[config.mk]
export PLATFORM = sky130hd
export DESIGN_NAME = adder_nibble_sequencer
export DESIGN_NICKNAME = d
export VERILOG_FILES = /design/src/rtl/adder_seq_pkg.sv /design/src/rtl/adder4bit.sv /design/src/rtl/adder_nibble_sequencer.sv
export SDC_FILE = /design/constraint.sdc
export NUM_CORES = 1
export LEC_CHECK = 0
export CAP_MARGIN = 20
export CORE_AREA = 2 2 89 74
export CTS_BUF_LIST = sky130_fd_sc_hd__clkbuf_16
export DETAILED_ROUTE_END_ITERATION = 10
export DIE_AREA = 0 0 91 76
export PLACE_DENSITY = 0.69
export SLEW_MARGIN = 10
export SYNTH_ARGS = -nofsm -noshare
export SYNTH_HDL_FRONTEND = slang
export SYNTH_SLANG_ARGS = --single-unit
[constraint.sdc]
create_clock -name clk -period 3.8 [get_ports clk]
set_input_delay 0.76 -clock clk [delete_from_list [all_inputs] [get_ports clk]]
set_output_delay 0.76 -clock clk [all_outputs]
set_load 0.005 [all_outputs]
[src/rtl/adder_seq_pkg.sv]
// ---------------------------------------------------------------------------
// adder_seq_pkg
// Shared definitions for the nibble-serial add/subtract engine:
//   - FSM state encodings (IDLE / RUN / DONE)
//   - nibble width of the shared datapath adder
//   - helper to size the nibble index counter
// ---------------------------------------------------------------------------
package adder_seq_pkg;

    localparam logic [1:0] ST_IDLE = 2'd0;
    localparam logic [1:0] ST_RUN  = 2'd1;
    localparam logic [1:0] ST_DONE = 2'd2;

    localparam int NIBBLE_W = 4;

    // Width of the nibble index counter: clog2(nib), never less than 1 so a
    // single-nibble configuration still has a legal (constant-zero) counter.
    function automatic int idx_width(input int nib);
        int w;
        w = $clog2(nib);
        return (w < 1) ? 1 : w;
    endfunction

endpackage

[src/rtl/adder4bit.sv]
// ---------------------------------------------------------------------------
// adder4bit
// Plain 4-bit ripple adder used as the shared nibble datapath.
// Ports:
//   A, B  : 4-bit addends
//   Cin   : carry in
//   Sum   : 4-bit sum
//   Cout  : carry out
// ---------------------------------------------------------------------------
module adder4bit (
    input  logic [3:0] A,
    input  logic [3:0] B,
    input  logic       Cin,
    output logic [3:0] Sum,
    output logic       Cout
);

    assign {Cout, Sum} = {1'b0, A} + {1'b0, B} + {4'b0000, Cin};

endmodule

[src/rtl/adder_nibble_sequencer.sv]
// ---------------------------------------------------------------------------
// adder_nibble_sequencer
// Multi-cycle WIDTH-bit add/subtract engine. A single adder4bit is reused
// once per clock, LSB nibble first, with a registered carry chaining the
// nibbles. Valid/ready handshakes on the operand and result sides.
//
// Ports:
//   clk, rst_n        : clock, asynchronous active-low reset
//   in_valid/in_ready : operand handshake (accepted only in IDLE)
//   op_a, op_b        : operands
//   cin               : carry-in for add (ignored for subtract)
//   sub               : 1 = A - B, 0 = A + B + cin
//   out_valid/out_ready : result handshake (result held while stalled)
//   sum, cout         : result and carry-out (for subtract, 1 = no borrow)
//   overflow          : signed overflow of the final result
//   busy              : high while an operation is in RUN or DONE
//
// WIDTH must be a multiple of 4 and at least 4.
// ---------------------------------------------------------------------------
module adder_nibble_sequencer
    import adder_seq_pkg::*;
#(
    parameter int WIDTH = 16
) (
    input  logic             clk,
    input  logic             rst_n,
    input  logic             in_valid,
    output logic             in_ready,
    input  logic [WIDTH-1:0] op_a,
    input  logic [WIDTH-1:0] op_b,
    input  logic             cin,
    input  logic             sub,
    output logic             out_valid,
    input  logic             out_ready,
    output logic [WIDTH-1:0] sum,
    output logic             cout,
    output logic             overflow,
    output logic             busy
);

    localparam int NIB   = WIDTH / NIBBLE_W;
    localparam int IDX_W = idx_width(NIB);
    localparam logic [IDX_W-1:0] LAST_IDX = IDX_W'(NIB - 1);

    logic [1:0]       state_q, state_d;
    logic [IDX_W-1:0] idx_q,   idx_d;
    logic             carry_q, carry_d;
    logic [WIDTH-1:0] a_q,     a_d;
    logic [WIDTH-1:0] b_q,     b_d;
    logic [WIDTH-1:0] sum_q,   sum_d;
    logic             cout_q,  cout_d;
    logic             ovf_q,   ovf_d;

    logic [NIBBLE_W-1:0] nib_a;
    logic [NIBBLE_W-1:0] nib_b;
    logic [NIBBLE_W-1:0] nib_sum;
    logic                nib_cout;

    // Current nibble of each operand register feeds the shared adder.
    assign nib_a = a_q[idx_q*NIBBLE_W +: NIBBLE_W];
    assign nib_b = b_q[idx_q*NIBBLE_W +: NIBBLE_W];

    adder4bit u_adder4bit (
        .A    (nib_a),
        .B    (nib_b),
        .Cin  (carry_q),
        .Sum  (nib_sum),
        .Cout (nib_cout)
    );

    always_comb begin
        state_d = state_q;
        idx_d   = idx_q;
        carry_d = carry_q;
        a_d     = a_q;
        b_d     = b_q;
        sum_d   = sum_q;
        cout_d  = cout_q;
        ovf_d   = ovf_q;

        case (state_q)
            ST_IDLE: begin
                if (in_valid) begin
                    // Subtract is A + ~B + 1: invert B here and seed the
                    // carry with 1 so the datapath is always an adder.
                    a_d     = op_a;
                    b_d     = sub ? ~op_b : op_b;
                    carry_d = sub ? 1'b1 : cin;
                    idx_d   = '0;
                    sum_d   = '0;
                    state_d = ST_RUN;
                end
            end

            ST_RUN: begin
                sum_d[idx_q*NIBBLE_W +: NIBBLE_W] = nib_sum;
                carry_d = nib_cout;
                if (idx_q == LAST_IDX) begin
                    cout_d  = nib_cout;
                    // Operand signs agree but result sign differs. b_q already
                    // holds ~B for subtract, so this covers both operations;
                    // nib_sum[3] is the final result MSB.
                    ovf_d   = (a_q[WIDTH-1] == b_q[WIDTH-1]) &&
                              (nib_sum[NIBBLE_W-1] != a_q[WIDTH-1]);
                    idx_d   = '0;
                    state_d = ST_DONE;
                end else begin
                    idx_d = idx_q + 1'b1;
                end
            end

            ST_DONE: begin
                if (out_ready) begin
                    state_d = ST_IDLE;
                end
            end

            default: begin
                state_d = ST_IDLE;
            end
        endcase
    end

    always_ff @(posedge clk or negedge rst_n) begin
        if (!rst_n) begin
            state_q <= ST_IDLE;
            idx_q   <= '0;
            carry_q <= 1'b0;
            a_q     <= '0;
            b_q     <= '0;
            sum_q   <= '0;
            cout_q  <= 1'b0;
            ovf_q   <= 1'b0;
        end else begin
            state_q <= state_d;
            idx_q   <= idx_d;
            carry_q <= carry_d;
            a_q     <= a_d;
            b_q     <= b_d;
            sum_q   <= sum_d;
            cout_q  <= cout_d;
            ovf_q   <= ovf_d;
        end
    end

    assign in_ready  = (state_q == ST_IDLE);
    assign out_valid = (state_q == ST_DONE);
    assign busy      = (state_q != ST_IDLE);
    assign sum       = sum_q;
    assign cout      = cout_q;
    assign overflow  = ovf_q;

endmodule

==> impl_metrics.sql, run 1 <==
INSERT INTO impl_metrics (metric_group, metric, value, unit) VALUES
('detailed_routing', 'routed-wl-met3', '283', 'um'),
('sta', 'timing.slew.headroom', '36.1', '%'),
('global_routing', 'overflow', '0', ''),
('synthesis', 'largest_family_of_logic_cells_by_synthesized_area', 'simple AND/OR/NAND/NOR gates', ''),
('synthesis', 'synth-adder-area-share', '4.84', '%'),
('synthesis', 'synthesis.area', '2640', 'um^2'),
('global_routing', 'grt.total_usage', '17.4', '%'),
('floorplan', 'fp.dieArea', '6920', 'um^2'),
('worst_setup_path', 'setup.worst_path.end_class', 'register', ''),
('synthesis', 'synthSimpleGateAreaFrac', '15.1', '%'),
('detailed_routing', 'via_count', '1957', ''),
('cts', 'cts_max_path_buffers', '2', ''),
('floorplan', 'core', '6120', 'um^2'),
('place', 'gp_routability_congestion', '0.845', ''),
('finish', 'area_growth', '29.4', '%'),
('power', 'power_density', '842', 'nW/um^2'),
('min_path', 'worst_hold_path_type', 'register to register', ''),
('global_routing', 'antenna_found_initial', '0', ''),
('worst_setup_path', 'crit-reg2reg-launch', 'idx_q[0]$_DFFE_PN0P_', ''),
('finish', 'n_antenna_cell', '0', ''),
('synthesis', 'post_synth_inst_count', '248', ''),
('sta', 'totalNegativeSetupSlack', '0', 'ps'),
('detailed_routing', 'wl_met2', '2.70', 'mm'),
('detailed_routing', 'detail-route-antenna-nets', '0', ''),
('place', 'detailedPlacementHpwl', '4.15', 'mm'),
('synthesis', 'synth_cell_type_count', '28', ''),
('floorplan', 'ioPinCount', '59', ''),
('detailed_routing', 'detail_route.iter0.violations', '78', ''),
('cts', 'cts_htree_levels', '2', ''),
('power', 'vdd_ir_drop_max', '306', 'uV'),
('worst_setup_path', 'timing.rr.end', 'sum[6]$_DFFE_PN0P_', ''),
('finish', 'layout.nets', '349', ''),
('cts', 'numCtsBuffers', '5', ''),
('worst_setup_path', 'crit_fanout', '16', ''),
('synthesis', 'ys_ff_latch', '55', ''),
('global_routing', 'grt_start_max_net_pins', '39', ''),
('synthesis', 'synth.area.mux_share', '6.83', '%'),
('detailed_routing', 'drt-pass1-iter-count', '4', ''),
('cts', 'tritoncts', 'yes', ''),
('finish', 'post_route_cells_drive_above_1_share', '6.27', '%'),
('detailed_routing', 'route.layer.met1.wl', '2.48', 'mm'),
('global_routing', 'grt_pass1_vias', '1921', ''),
('detailed_routing', 'topRoutingLayerUsed', 'met4', ''),
('sta', 'slew_viol_final', '0', ''),
('worst_setup_path', 'critPathRequiredTime', '4030', 'ps'),
('detailed_routing', 'avgViaCountPerCell', '5.06', ''),
('worst_setup_path', 'critical_path_class', 'register to register', ''),
('cts', 'number_of_clock_sinks', '55', ''),
('worst_setup_path', 'rrSetupSlack', '860', 'ps'),
('floorplan', 'die_w', '91', 'um'),
('floorplan', 'fp-row-count', '26', ''),
('sta', 'report.final.setup_viol', '0', ''),
('synthesis', 'post_synth_xor_area_fraction', '5.65', '%'),
('detailed_routing', 'routed_wl', '5.53', 'mm'),
('detailed_routing', 'drc', '0', ''),
('detailed_routing', 'wl_per_cell', '14.3', 'um'),
('cts', 'clk_pin_slew', '60', 'ps'),
('cts', 'ctsHoldBuffers', '0', ''),
('min_path', 'worstHoldStart', 'a_q[9]$_DFFE_PN0P_', ''),
('cts', 'root_buffer', 'clkbuf_16', ''),
('min_path', 'timing.hold.worst_path_depth', '2', ''),
('sta', 'final_worst_clock_skew', '3.96', 'ps'),
('worst_setup_path', 'rr_worst_depth', '5', ''),
('sta', 'worst_margin_pin_slew', '957', 'ps'),
('synthesis', 'share_of_async_settable_or_async_resettable_flops_after_synthesis', '100', '%'),
('outcome', 'run_status', 'finished clean', ''),
('place', 'port-buffer-count', '58', ''),
('global_routing', 'grt_first_pass_wirelength', '9.54', 'mm'),
('sta', 'fin_crit', '2940', 'ps'),
('worst_setup_path', 'critical_path_arrival', '3170', 'ps'),
('cts', 'clk_latency', '290', 'ps');
[synth_stat cells, types with 5 or more instances]
| cell type | n | share of area, % |
|---|---|---|
| dfrtp_1 | 55 | 52 |
| a22o_1 | 16 | 5.3 |
| o21ai_1 | 5 | 0.95 |
| ha_1 | 7 | 3.3 |
| nor2_1 | 5 | 0.71 |
| clkbuf_1 | 5 | 0.71 |
| inv_1 | 5 | 0.71 |
| o21ai_0 | 15 | 2.8 |
| buf_2 | 8 | 1.5 |
| nand2_1 | 73 | 10 |
| mux4_2 | 8 | 6.8 |
| xnor2_1 | 16 | 5.3 |
[registers in the layout (all words and copies together) (netlist names)]
signal and cells:
idx_q 2, a_q 16, sum 16, b_q 16
cout 1, state_q 2, carry_q 1, overflow 1
[how the worst max path moves through the flow]
stage / cells past startpoint / from / endpoint
floorplan: 7 / idx_q[0]$_DFFE_PN0P_ / overflow$_DFFE_PN0P_
global placement: 5 / idx_q[0]$_DFFE_PN0P_ / sum[14]$_DFFE_PN0P_
detailed placement: 5 / idx_q[0]$_DFFE_PN0P_ / sum[6]$_DFFE_PN0P_
CTS: 5 / idx_q[0]$_DFFE_PN0P_ / sum[6]$_DFFE_PN0P_
global route: 5 / idx_q[0]$_DFFE_PN0P_ / sum[14]$_DFFE_PN0P_
finish: 5 / idx_q[0]$_DFFE_PN0P_ / sum[6]$_DFFE_PN0P_
[final cells by class]
cell class / instances / area, um^2 / area share [%]
Inverter: 5 / 18.8 / 0.550
Multi-Input combinational cell: 175 / 1180 / 34.7
Clock buffer: 5 / 125 / 3.67
Clock inverter: 3 / 12.5 / 0.367
Timing Repair Buffer: 60 / 591 / 17.3
Sequential cell: 55 / 1380 / 40.3
Tap cell: 84 / 105 / 3.08
[placed cells by master (no fill, tap or decap), types with 4 or more instances in the layout]
master           netlist  layout
o21ai_0               15      15
nor2_1                 5       5
a22o_1                16      16
mux4_2                 8       8
nand2_1               73      73
dfrtp_1               55      55
a21o_1                 4       4
clkdlybuf4s50_1        0      57
ha_1                   7       7
inv_1                  5       7
clkbuf_16              0       5
a21oi_1                4       4
o21ai_1                5       5
xnor2_1               16      16
[per-layer routing]
metal | global-route usage [%] | up-vias
met5 | 0 | -
met4 | 4.09 | 0
met3 | 5.04 | 8
met2 | 28.6 | 52
met1 | 23.1 | 939
li1 | - | 958
[power breakdown]
part,switching (mW),internal [mW],total [mW]
combinational,0.735,0.659,1.39
clock,0.189,0.238,0.428
sequential,0.211,0.840,1.05
total,1.14,1.74,2.87
[logic make-up (layout without fill, tap and decap cells)]
group / after synthesis / count (layout)
fa+ha+maj: 9 / 9
simple gates: 92 / 92
buf+inv: 18 / 73
xor+xnor: 17 / 17
compound gates: 49 / 49
flops: 55 / 55
mux: 8 / 8
[critical path, cell delays in order, from the launching register on]
cell and delay, ps:
dfrtp_1 820, mux4_2 610, fa_1 450, fa_1 430, xor2_1 360, a22o_1 190
[metrics by stage]
step	power (mW)	instance area [um^2]	worst slack, ps	std cells	utilization (%)
final	2.87	3410	859	387	55.8
after global routing	3.12	3410	676	387	55.8
after CTS	2.90	3410	835	387	55.8
after detailed placement	2.47	3270	856	379	53.5
after global placement	2.42	3270	965	379	53.5
after floorplan	1.95	2640	1170	248	-
(Power assumes the default switching activity.)
==> inputs of run 2 (changes only) <==
PLACE_DENSITY = 0.72   (was 0.69)
clock period = 2.44 ns   (was 3.8 ns; I/O delays follow)
==> run 2 against run 1 <==
Fmax up 22%. Global-route usage did not move. Core utilization up 3.5 points. First-iteration DRC count increased by 37%. Sequential cell count unchanged. Clock-buffer cell count stayed put. Die area unchanged. Non-clock buffer count increased by 12. Worst hold slack worse by 260 ps. Sequential share of layout area fell by 2.4 points. Via count hardly changed. Largest cell class unchanged.
==> impl_metrics.sql, run 2 (synthesized netlist as in run 1, its figures left out) <==
INSERT INTO impl_metrics (metric_group, metric, value, unit) VALUES
('floorplan', 'fp-row-count', '26', ''),
('min_path', 'worst_hold_path_type', 'input port to async pin', ''),
('place', 'gp_routability_congestion', '0.837', ''),
('cts', 'cts_max_path_buffers', '2', ''),
('sta', 'timing.slew.headroom', '58.7', '%'),
('finish', 'layout.cells.most_common_list', '73 x nand2_1, 57 x clkdlybuf4s50_1, 54 x dfrtp_1', ''),
('place', 'dp_slack', '54.8', 'ps'),
('worst_setup_path', 'critical_path_class', 'register to register', ''),
('place', 'numPlacedInstances', '389', ''),
('finish', 'stdcell_count', '399', ''),
('global_routing', 'antenna_found_initial', '0', ''),
('cts', 'root_buffer', 'clkbuf_16', ''),
('detailed_routing', 'drc', '0', ''),
('finish', 'fillerInstances', '524', ''),
('floorplan', 'dieHeight', '76', 'um'),
('floorplan', 'floorplan.initialDensity', '43.1', '%'),
('detailed_routing', 'detail_route.iter0.violations', '107', ''),
('sta', 'worst_slack', '35.8', 'ps'),
('worst_setup_path', 'rr_worst_depth', '7', ''),
('cts', 'clk_latency', '290', 'ps'),
('worst_setup_path', 'timing.rr.end', 'overflow$_DFFE_PN0P_', ''),
('floorplan', 'die_w', '91', 'um'),
('worst_setup_path', 'crit_fanout', '5', ''),
('sta', 'worst_margin_pin_slew', '620', 'ps'),
('detailed_routing', 'via_count', '1956', ''),
('worst_setup_path', 'cp-start-kind', 'register', ''),
('finish', 'finalCoreUtilization', '59.3', '%'),
('finish', 'most_frequent_standard_cell_in_the_layout_excluding_fill_and_tap_cells', 'nand2_1', ''),
('power', 'power.static_leakage', '1.62', 'nW'),
('sta', 'final-hold-violation-count', '0', ''),
('power', 'power_density', '1460', 'nW/um^2'),
('place', 'port-buffer-count', '58', ''),
('place', 'detailedPlacementHpwl', '4.29', 'mm'),
('global_routing', 'grt_pass1_vias', '2030', ''),
('place', 'cell_area_after_placement', '3390', 'um^2'),
('detailed_routing', 'avgViaCountPerCell', '4.90', ''),
('worst_setup_path', 'critical_path_arrival', '2610', 'ps'),
('power', 'vdd_ir_drop_max', '717', 'uV'),
('sta', 'final_min_period_over_clock_period', '98.5', '%'),
('floorplan', 'core', '6120', 'um^2'),
('finish', 'area_growth', '37.5', '%'),
('finish', 'postLayoutCellArea', '3630', 'um^2'),
('floorplan', 'fp.dieArea', '6920', 'um^2'),
('cts', 'numCtsBuffers', '5', ''),
('detailed_routing', 'wl_per_cell', '14.5', 'um'),
('sta', 'grt_setup_unrepaired', 'yes', ''),
('sta', 'final_worst_clock_skew', '6.62', 'ps'),
('worst_setup_path', 'critPathCapture', 'overflow$_DFFE_PN0P_', ''),
('worst_setup_path', 'timing_startpoint_of_the_critical_path', 'idx_q[0]$_DFFE_PN0P_', ''),
('detailed_routing', 'routed_wl', '5.80', 'mm'),
('run', 'maxCapViolations', '0', ''),
('detailed_routing', 'detail-route-antenna-nets', '0', ''),
('finish', 'seq_area', '1380', 'um^2'),
('cts', 'number_of_clock_sinks', '55', ''),
('global_routing', 'grt_first_pass_wirelength', '9.65', 'mm'),
('worst_setup_path', 'rrSetupSlack', '40', 'ps'),
('cts', 'ctsHoldBuffers', '0', ''),
('sta', 'timing.fmax', '416', 'MHz'),
('global_routing', 'overflow', '0', ''),
('outcome', 'run_status', 'finished clean', ''),
('finish', 'multi_input_area', '1260', 'um^2'),
('worst_setup_path', 'setup.worst_path.end_class', 'register', ''),
('sta', 'fin_crit', '2400', 'ps'),
('global_routing', 'grt_start_max_net_pins', '52', ''),
('detailed_routing', 'drt-pass1-iter-count', '4', ''),
('worst_setup_path', 'crit-reg2reg-launch', 'idx_q[0]$_DFFE_PN0P_', ''),
('sta', 'report.final.setup_viol', '0', ''),
('worst_setup_path', 'critPathRequiredTime', '2650', 'ps'),
('cts', 'cts_htree_levels', '2', ''),
('finish', 'post_route_cells_drive_above_1_share', '14.3', '%'),
('cts', 'clk_pin_slew', '70', 'ps'),
('global_routing', 'grt.total_usage', '17.4', '%'),
('cts', 'tritoncts', 'yes', ''),
('floorplan', 'ioPinCount', '59', ''),
('finish', 'n_antenna_cell', '0', ''),
('finish', 'layout.nets', '361', ''),
('sta', 'slew_viol_final', '0', '');
[run 2: changes by cell type in the layout (fill, tap and decap cells not counted), sizes merged]
cell | before | now
inv | 7 | 5
bufinv | 0 | 1
buf | 3 | 15
clkinv | 1 | 2
[run 2: worst min-delay path by stage]
stage                              startpoint  cells past startpoint  slack (ps)             endpoint
after floorplan                         rst_n                      0         190   a_q[0]$_DFFE_PN0P_
after global placement    a_q[11]$_DFFE_PN0P_                      2         460  a_q[11]$_DFFE_PN0P_
after detailed placement   a_q[3]$_DFFE_PN0P_                      2         470   a_q[3]$_DFFE_PN0P_
after CTS                               rst_n                      1         220   sum[8]$_DFFE_PN0P_
after global routing                    rst_n                      1         240   sum[8]$_DFFE_PN0P_
final                                   rst_n                      1         210   sum[8]$_DFFE_PN0P_
[run 2: metal layers]
layer	track usage, %	share of wire, %	routed length [um]	vias to the layer above
met2	30.7	49	2870	49
met3	3.66	3.5	201	7
met1	21.9	46	2650	917
li1	-	-	-	983
met5	0	0	0	-
met4	4.70	1.4	81	0
[run 2: area by class of cell]
type | count | share of cell area (%)
Clock buffer | 5 | 3.45
Clock inverter | 3 | 1.07
Inverter | 5 | 0.517
Multi-Input combinational cell | 175 | 34.6
Sequential cell | 55 | 38.0
Tap cell | 84 | 2.90
Timing Repair Buffer | 72 | 19.5
[run 2: what timing repair did]
item	in CTS	in global routing
setup endpoints to repair	0	8
buffers inserted	0	2
resized for setup	0	11
[run 2: metrics by stage]
step / total power [mW] / hold WS (ps) / setup TNS, ps
CTS: 4.99 / 216 / 0
global route: 5.66 / 237 / -72.6
detailed placement: 4.19 / 466 / 0
global placement: 4.09 / 462 / 0
floorplan: 3.10 / 192 / 0
finish: 5.29 / 210 / 0
[run 2: critical path, stage by stage, from the launching register on]
cell	delay (ps)
dfrtp_2	450
buf_12	130
mux4_2	520
ha_4	330
nand3_2	100
and3_4	200
or4_4	410
a41oi_2	170
[run 2: power breakdown]
part           internal [mW]  switching (mW)  total, mW
Combinational           1.48            1.41       2.89
Sequential              1.31           0.303       1.61
Clock                  0.479           0.307      0.785
Total                   3.27            2.02       5.29
==> inputs of run 3 (changes only) <==
PLACE_DENSITY = 0.69   (was 0.72)
clock period = 2.7 ns   (was 2.44 ns; I/O delays follow)
==> run 3 against run 2 <==
Sequential cell count is the same. Fmax shrank 4.9%. Sequential share of layout area up 1.8 points. Worst setup slack improved by 140 ps. Largest cell class unchanged.
==> impl_metrics.sql, run 3 (synthesized netlist as in run 1, its figures left out) <==
INSERT INTO impl_metrics (metric_group, metric, value, unit) VALUES
('finish', 'fillerInstances', '530', ''),
('sta', 'final_worst_clock_skew', '1.92', 'ps'),
('place', 'numPlacedInstances', '386', ''),
('sta', 'grt_setup_unrepaired', 'no', ''),
('worst_setup_path', 'cp-start-kind', 'register', ''),
('power', 'vdd_ir_drop_max', '664', 'uV'),
('global_routing', 'antenna_found_initial', '0', ''),
('cts', 'cts_htree_levels', '2', ''),
('sta', 'slew_viol_final', '0', ''),
('sta', 'worst_margin_pin_slew', '685', 'ps'),
('place', 'dp_slack', '88.0', 'ps'),
('sta', 'timing.slew.headroom', '54.3', '%'),
('detailed_routing', 'drt-pass1-iter-count', '4', ''),
('cts', 'clk_pin_slew', '60', 'ps'),
('worst_setup_path', 'crit_fanout', '7', ''),
('cts', 'tritoncts', 'yes', ''),
('global_routing', 'overflow', '0', ''),
('cts', 'clk_latency', '280', 'ps'),
('finish', 'stdcell_count', '394', ''),
('floorplan', 'core', '6120', 'um^2'),
('cts', 'number_of_clock_sinks', '55', ''),
('floorplan', 'dieHeight', '76', 'um'),
('detailed_routing', 'avgViaCountPerCell', '4.97', ''),
('detailed_routing', 'routed_wl', '5.41', 'mm'),
('worst_setup_path', 'crit_path_cell_trace', 'mux4_2 > fa_1 > fa_1 > a21oi_1 > nor2_1 > nor2_1 > o211ai_1', ''),
('finish', 'area_growth', '31.4', '%'),
('power', 'power.static_leakage', '1.57', 'nW'),
('cts', 'ctsHoldBuffers', '0', ''),
('cts', 'cts_max_path_buffers', '2', ''),
('global_routing', 'grt_first_pass_wirelength', '9.11', 'mm'),
('detailed_routing', 'detail_route.iter0.violations', '78', ''),
('worst_setup_path', 'critical_path_class', 'register to register', ''),
('detailed_routing', 'detail-route-antenna-nets', '0', ''),
('global_routing', 'grt.total_usage', '16.3', '%'),
('finish', 'layout.cells.most_common_list', '73 x nand2_1, 57 x clkdlybuf4s50_1, 54 x dfrtp_1', ''),
('detailed_routing', 'drc', '0', ''),
('power', 'power_density', '1210', 'nW/um^2'),
('cts', 'numCtsBuffers', '5', ''),
('place', 'detailedPlacementHpwl', '4.03', 'mm'),
('finish', 'seq_area', '1380', 'um^2'),
('worst_setup_path', 'critical_path.slowest_cell', 'mux4_2', ''),
('run', 'maxCapViolations', '0', ''),
('detailed_routing', 'wl_per_cell', '13.7', 'um'),
('sta', 'fin_crit', '2530', 'ps'),
('finish', 'n_antenna_cell', '0', ''),
('sta', 'totalNegativeSetupSlack', '0', 'ps'),
('floorplan', 'die_w', '91', 'um'),
('worst_setup_path', 'critPathRequiredTime', '2860', 'ps'),
('place', 'cell_area_after_placement', '3330', 'um^2'),
('floorplan', 'ioPinCount', '59', ''),
('sta', 'worst_slack', '172', 'ps'),
('sta', 'final-hold-violation-count', '0', ''),
('place', 'gp_routability_congestion', '0.888', ''),
('finish', 'post_route_cells_drive_above_1_share', '8.39', '%'),
('sta', 'fin_worst_hold_slack', '369', 'ps'),
('detailed_routing', 'via_count', '1959', ''),
('min_path', 'worst_hold_path_type', 'input port to async pin', ''),
('outcome', 'run_status', 'finished clean', ''),
('global_routing', 'grt_pass1_vias', '1905', ''),
('place', 'port-buffer-count', '58', ''),
('floorplan', 'fp.dieArea', '6920', 'um^2'),
('worst_setup_path', 'critical-path-max-stage-delay', '550', 'ps'),
('finish', 'layout.nets', '356', ''),
('worst_setup_path', 'setup.worst_path.end_class', 'register', ''),
('finish', 'most_frequent_standard_cell_in_the_layout_excluding_fill_and_tap_cells', 'nand2_1', ''),
('worst_setup_path', 'critical_path_arrival', '2680', 'ps'),
('sta', 'report.final.setup_viol', '0', ''),
('finish', 'postLayoutCellArea', '3460', 'um^2'),
('floorplan', 'floorplan.initialDensity', '43.1', '%'),
('sta', 'timing.fmax', '396', 'MHz'),
('sta', 'final_min_period_over_clock_period', '93.6', '%'),
('floorplan', 'fp-row-count', '26', ''),
('finish', 'multi_input_area', '1180', 'um^2'),
('cts', 'root_buffer', 'clkbuf_16', ''),
('global_routing', 'grt_start_max_net_pins', '56', '');
run 3: cell types whose count changed in the layout (fill, tap and decap cells not counted), sizes merged:
cell	delta
buf	-5
bufinv	-1
inv	+1
run 3: layer usage:
| metal | vias to the layer above | global-route usage (%) | routed length, um |
|---|---|---|---|
| met4 | 0 | 3.64 | 27 |
| li1 | 969 | - | - |
| met2 | 54 | 26.7 | 2550 |
| met5 | - | 0 | 0 |
| met3 | 5 | 3.86 | 325 |
| met1 | 931 | 22.3 | 2510 |
run 3: metrics by stage:
step / utilization (%) / power [mW]
floorplan: - / 2.74
global route: 56.6 / 4.51
detailed placement: 54.4 / 3.62
CTS: 56.6 / 4.22
finish: 56.6 / 4.20
global placement: 54.4 / 3.56
run 3: worst paths after layout:
kind | depth (start not counted) | from | slack (ps) | endpoint
worst max-delay path | 7 | idx_q[0]$_DFFE_PN0P_ | 170 | carry_q$_DFFE_PN0P_
worst min register to register | 2 | a_q[14]$_DFFE_PN0P_ | 480 | a_q[14]$_DFFE_PN0P_
worst max register to register | 7 | idx_q[0]$_DFFE_PN0P_ | 170 | carry_q$_DFFE_PN0P_
max in group asynchronous | 2 | rst_n | 1820 | idx_q[0]$_DFFE_PN0P_
min in group clk | 2 | a_q[14]$_DFFE_PN0P_ | 480 | a_q[14]$_DFFE_PN0P_
worst min-delay path | 2 | rst_n | 370 | a_q[3]$_DFFE_PN0P_
run 3: where the power goes:
group          internal [mW]  switching (mW)
clock network          0.334           0.267
registers               1.19           0.262
logic                   1.07            1.09
total                   2.58            1.62
run 3: area by class of cell:
cell class                      count  share of cell area (%)
Clock buffer                        5                    3.61
Clock inverter                      3                   0.325
Inverter                            5                   0.542
Multi-Input combinational cell    175                    34.2
Sequential cell                    55                    39.8
Tap cell                           84                    3.03
Timing Repair Buffer               67                    18.6
run 3: worst max-delay path, delay by kind of cell, from the launching register on:
kind,cells,cell delay (ps)
mux,1,550
compound gates,2,280
simple gates,2,210
fa+ha+maj,2,870
flops,1,470
run 3: repair_timing:
item / in CTS / in global routing
buffers inserted: 0 / 0
endpoints found under the setup margin: 0 / 7
resized for setup: 0 / 1
==> RTL change 1 (settings of run 3) <==
Reset style: synchronous (`rst_n`), changed in one clocked block. Comments in the files are not updated.
--- a/src/rtl/adder_nibble_sequencer.sv
+++ b/src/rtl/adder_nibble_sequencer.sv
@@ -123,3 +123,3 @@
 
-    always_ff @(posedge clk or negedge rst_n) begin
+    always_ff @(posedge clk) begin
         if (!rst_n) begin
Function: differs if rst_n is asserted again (counterexample within 4 cycles, from zero or initial values and one cycle with rst_n low); with rst_n held inactive, the same outputs for 10 cycles.
==> RTL change 1 against run 3 <==
Design area rose by 1.7%; area after synthesis is 2.5% higher; worst setup slack lost 19 ps; first-iteration DRC count up 36%; utilization grew 0.94 points; routed wire length grew 6.6%; via count is 9.5% higher; sequential cell count unchanged.
Power is not compared: it rests on default switching activity, and its combinational part moved more than twofold at a synthesized area within 25%.
==> RTL change 1: results <==
set metrics [dict create \
    hpwlAfterDp_um 4262 \
    fin_nets 383 \
    synth_area_um2 2703 \
    ys.flop_type "dfxtp_1" \
    worstReg2RegEnd "carry_q$_SDFFE_PN0P_" \
    synthCells 279 \
    ys_async_sr_fraction 0 \
    bufAreaShareNonClock 0.1861 \
    yosysSeqAreaShare 0.4074 \
    synth_fp_nets 326 \
    layout-drive-gt1-share 0.09199 \
    dp_cells 413 \
    grt_pass1_vias 2067 \
    clkCellAreaFrac 0.04121 \
    fmax_mhz 392.6 \
    crit_fanout 4 \
    fillerInstances 557 \
    track_usage 0.1731 \
    num_antenna_cells 0 \
    totalWireLength_um 5767 \
    grt_pass1_wl_um 9860 \
    maxSlewHeadroom 0.6409 \
    grt_max_degree 58 \
    startpoint "idx_q[0]$_SDFFE_PN0P_" \
    fin_cells 421 \
    fin_skew_ps 5.875 \
    drt_iter0_drc 106 \
    place_congestion 0.7889 \
    outcome "finished, final reports clean" \
    hold_ws_ps 465.1 \
    multi_input_area_share 0.4245 \
    hold_class "reg -> reg" \
    multi_input_gates 201 \
    post_dp_cell_area_um2 3372 \
    crit_arrival_ps 2720 \
    buffers 68 \
    pre_cts_ws_ps 58.95 \
    sh_seq_area 0.3130 \
    yosys-top-cells-count "nand2_1, dfxtp_1, o211a_1" \
    ys_top_cells_by_area "dfxtp_1, nand2_1, mux4_2" \
    reg2reg_slack_ps 150 \
    slowest_delay_ps 520 \
]
RTL change 1: changes by cell type after synthesis, moves of 15 or more:
| cell | delta |
|---|---|
| a21boi_0 | +16 |
| dfxtp_1 | +55 |
| o211a_1 | +17 |
| dfrtp_1 | -55 |
| nor2b_1 | +15 |
| a22o_1 | -16 |
RTL change 1: cells by family after synthesis:
logic type,count (synthesis),share of synthesized area
simple gates,99,0.1829
fa+ha+maj,9,0.04722
mux,8,0.06667
buf+inv,23,0.04074
flops,55,0.4074
xor+xnor,17,0.05509
compound gates,68,0.2000
RTL change 1: what timing repair did:
| item | in CTS | in global routing |
|---|---|---|
| endpoints found under the hold margin | 0 | 0 |
| gates resized for setup | 0 | 2 |
| endpoints found under the setup margin | 0 | 2 |
| setup buffers | 0 | 0 |
RTL change 1: routing by layer:
metal  up-vias  global-route usage  share of wire
li1       1086                   -              -
met1      1009              0.2495           0.51
met2        47              0.2659           0.44
met3         4             0.03660          0.040
met4         0             0.04394         0.0097
met5         -                   0              0
==> RTL change 2 (settings of run 3) <==
Made on the original files. Put one more register stage on the output `overflow`. The value now appears one clock later. The other outputs are not delayed to match.
--- a/src/rtl/adder_nibble_sequencer.sv
+++ b/src/rtl/adder_nibble_sequencer.sv
@@ -150,3 +150,5 @@
     assign cout      = cout_q;
-    assign overflow  = ovf_q;
+    always_ff @(posedge clk) begin
+        overflow <= ovf_q;
+    end
 
Function: changed (a bounded check fails within 10 cycles, from zero or initial values and one cycle with rst_n low).
==> RTL change 2 against run 3 <==
Non-clock buffer count increased by 1; via count decreased by 1.1%; critical path depth unchanged; power increased by 4.9%; sequential cell count increased by 1; area after synthesis increased by 0.76%; design area increased by 2.1%; routed wire length increased by 0.24%; fmax increased by 0.15%; worst setup slack improved by 3.7 ps; largest cell class unchanged.
==> RTL change 2: results <==
set metrics [dict create \
    outcome "finished, final reports clean" \
    yosysTopAreaCell "dfrtp_1" \
    synth_fp_nets 296 \
    fin_nets 358 \
    hpwlAfterDp_um 4027 \
    grt_pass1_vias 1972 \
    slowest_delay_ps 490 \
    fin_skew_ps 6.050 \
    grt_max_degree 56 \
    routedWlPerCell_um 13.69 \
    layout-drive-gt1-share 0.09615 \
    clockBufferDepth 2 \
    hold_ws_ps 376.4 \
    cts_root_buf "clkbuf_16" \
    crit_fanout 4 \
    slew_viol_final 0 \
    reg2reg_slack_ps 180 \
    r2r_cells 7 \
    first_pass_iters 4 \
    drc_errors 0 \
    yosys-top-cells-count "nand2_1, dfrtp_1, a22o_1, xnor2_1, o21ai_0" \
    tightest_slew_ps 675.4 \
    ys_async_sr_fraction 0.9821 \
    cts_setup_buffers 0 \
    ys_top_cells_by_area "dfrtp_1, nand2_1, mux4_2" \
    power_leakage_nw 1.597 \
    vias_per_cell 4.891 \
    hold_class "in -> async" \
    pre_cts_ws_ps 156.0 \
    yosysWarnings 0 \
    grt_pass1_wl_um 9480 \
    num_antenna_cells 0 \
    synthCells 249 \
    yosysSeqAreaShare 0.5254 \
    slowest_stage "mux4_2" \
    drt_iter0_drc 78 \
    yosysUniqueCellTypes 29 \
    path_clk_slew_ps 70 \
    place_congestion 0.8237 \
    totalWireLength_um 5422 \
    track_usage 0.1713 \
    crit_arrival_ps 2730 \
    htreeDepth 2 \
    dp_cells 388 \
    fmax_mhz 396.1 \
    insertion_delay_ps 290 \
    antenna_found_initial 0 \
    numCtsBuffers 5 \
    port_buffers 58 \
    peakVddDrop_uv 572.5 \
]
==> RTL change 2: cell count changes in the layout (fill, tap and decap cells not counted), sizes merged <==
cell / run 3 / this run
clkinv: 2 / 1
bufinv: 0 / 1
buf: 10 / 11
dfxtp: 0 / 1
clkinvlp: 0 / 1
inv: 6 / 5
==> RTL change 2: final timing paths <==
kind,start,to
max,idx_q[0]$_DFFE_PN0P_,ovf_q$_DFFE_PN0P_
min,rst_n,state_q[1]$_DFFE_PN0P_
max reg2reg,idx_q[0]$_DFFE_PN0P_,ovf_q$_DFFE_PN0P_
min reg2reg,ovf_q$_DFFE_PN0P_,overflow$_DFF_P_
max in group asynchronous,rst_n,idx_q[0]$_DFFE_PN0P_
min in group clk,ovf_q$_DFFE_PN0P_,overflow$_DFF_P_
==> RTL change 2: critical path, delay by kind of cell (launching register included) <==
family	cells	cell delay [ps]
AOI/OAI and AO/OA	3	550
adders and majority gates	1	370
buffers and inverters	1	130
DFF	1	430
muxes	1	490
and+or+nand+nor	1	470
==> RTL change 2: metrics by stage <==
step                        util  instance area [um2]
after floorplan                -                 2658
after global placement    0.5505                 3367
after detailed placement  0.5505                 3367
after CTS                 0.5779                 3535
after global routing      0.5782                 3536
final                     0.5782                 3536
==> RTL change 2: what timing repair did <==
action                                  CTS  global route
hold buffers                              0             0
endpoints found under the setup margin    0             1
hold endpoints to repair                  0             0
resized for setup                         0             1
==> RTL change 2: cells by family after synthesis <==
family	Yosys count	share of synthesized area
multiplexers	8	0.06780
XOR/XNOR	17	0.05603
AND/OR/NAND/NOR	92	0.1497
buffers and inverters	18	0.02919
AO/OA/AOI/OAI	49	0.1238
flip-flops	56	0.5254
adder cells (fa/ha/maj)	9	0.04802
==> RTL change 2: final cells by class <==
type / count / area, um2
fillers: 549 / 2580
well taps: 84 / 105.1
flip-flops and latches: 56 / 1398
clock buffers: 5 / 125.1
inverters: 5 / 18.77
multi-input cells: 175 / 1184
repair buffers: 68 / 663.1
clock inverters: 3 / 42.54
==> RTL change 2: power breakdown <==
| part | internal [mW] | switching [mW] | leakage [nW] | total, mW |
|---|---|---|---|---|
| registers | 1.21 | 0.264 | 0.712 | 1.47 |
| logic | 1.10 | 1.11 | 0.805 | 2.21 |
| clock network | 0.436 | 0.291 | 0.0798 | 0.727 |
==> RTL change 2: layer usage <==
metal	part of all wire	vias to the layer above	track usage
met3	0.047	5	0.03858
met1	0.46	908	0.2217
met5	0	-	0
met4	0.0092	0	0.04848
met2	0.48	47	0.2911
li1	-	977	-
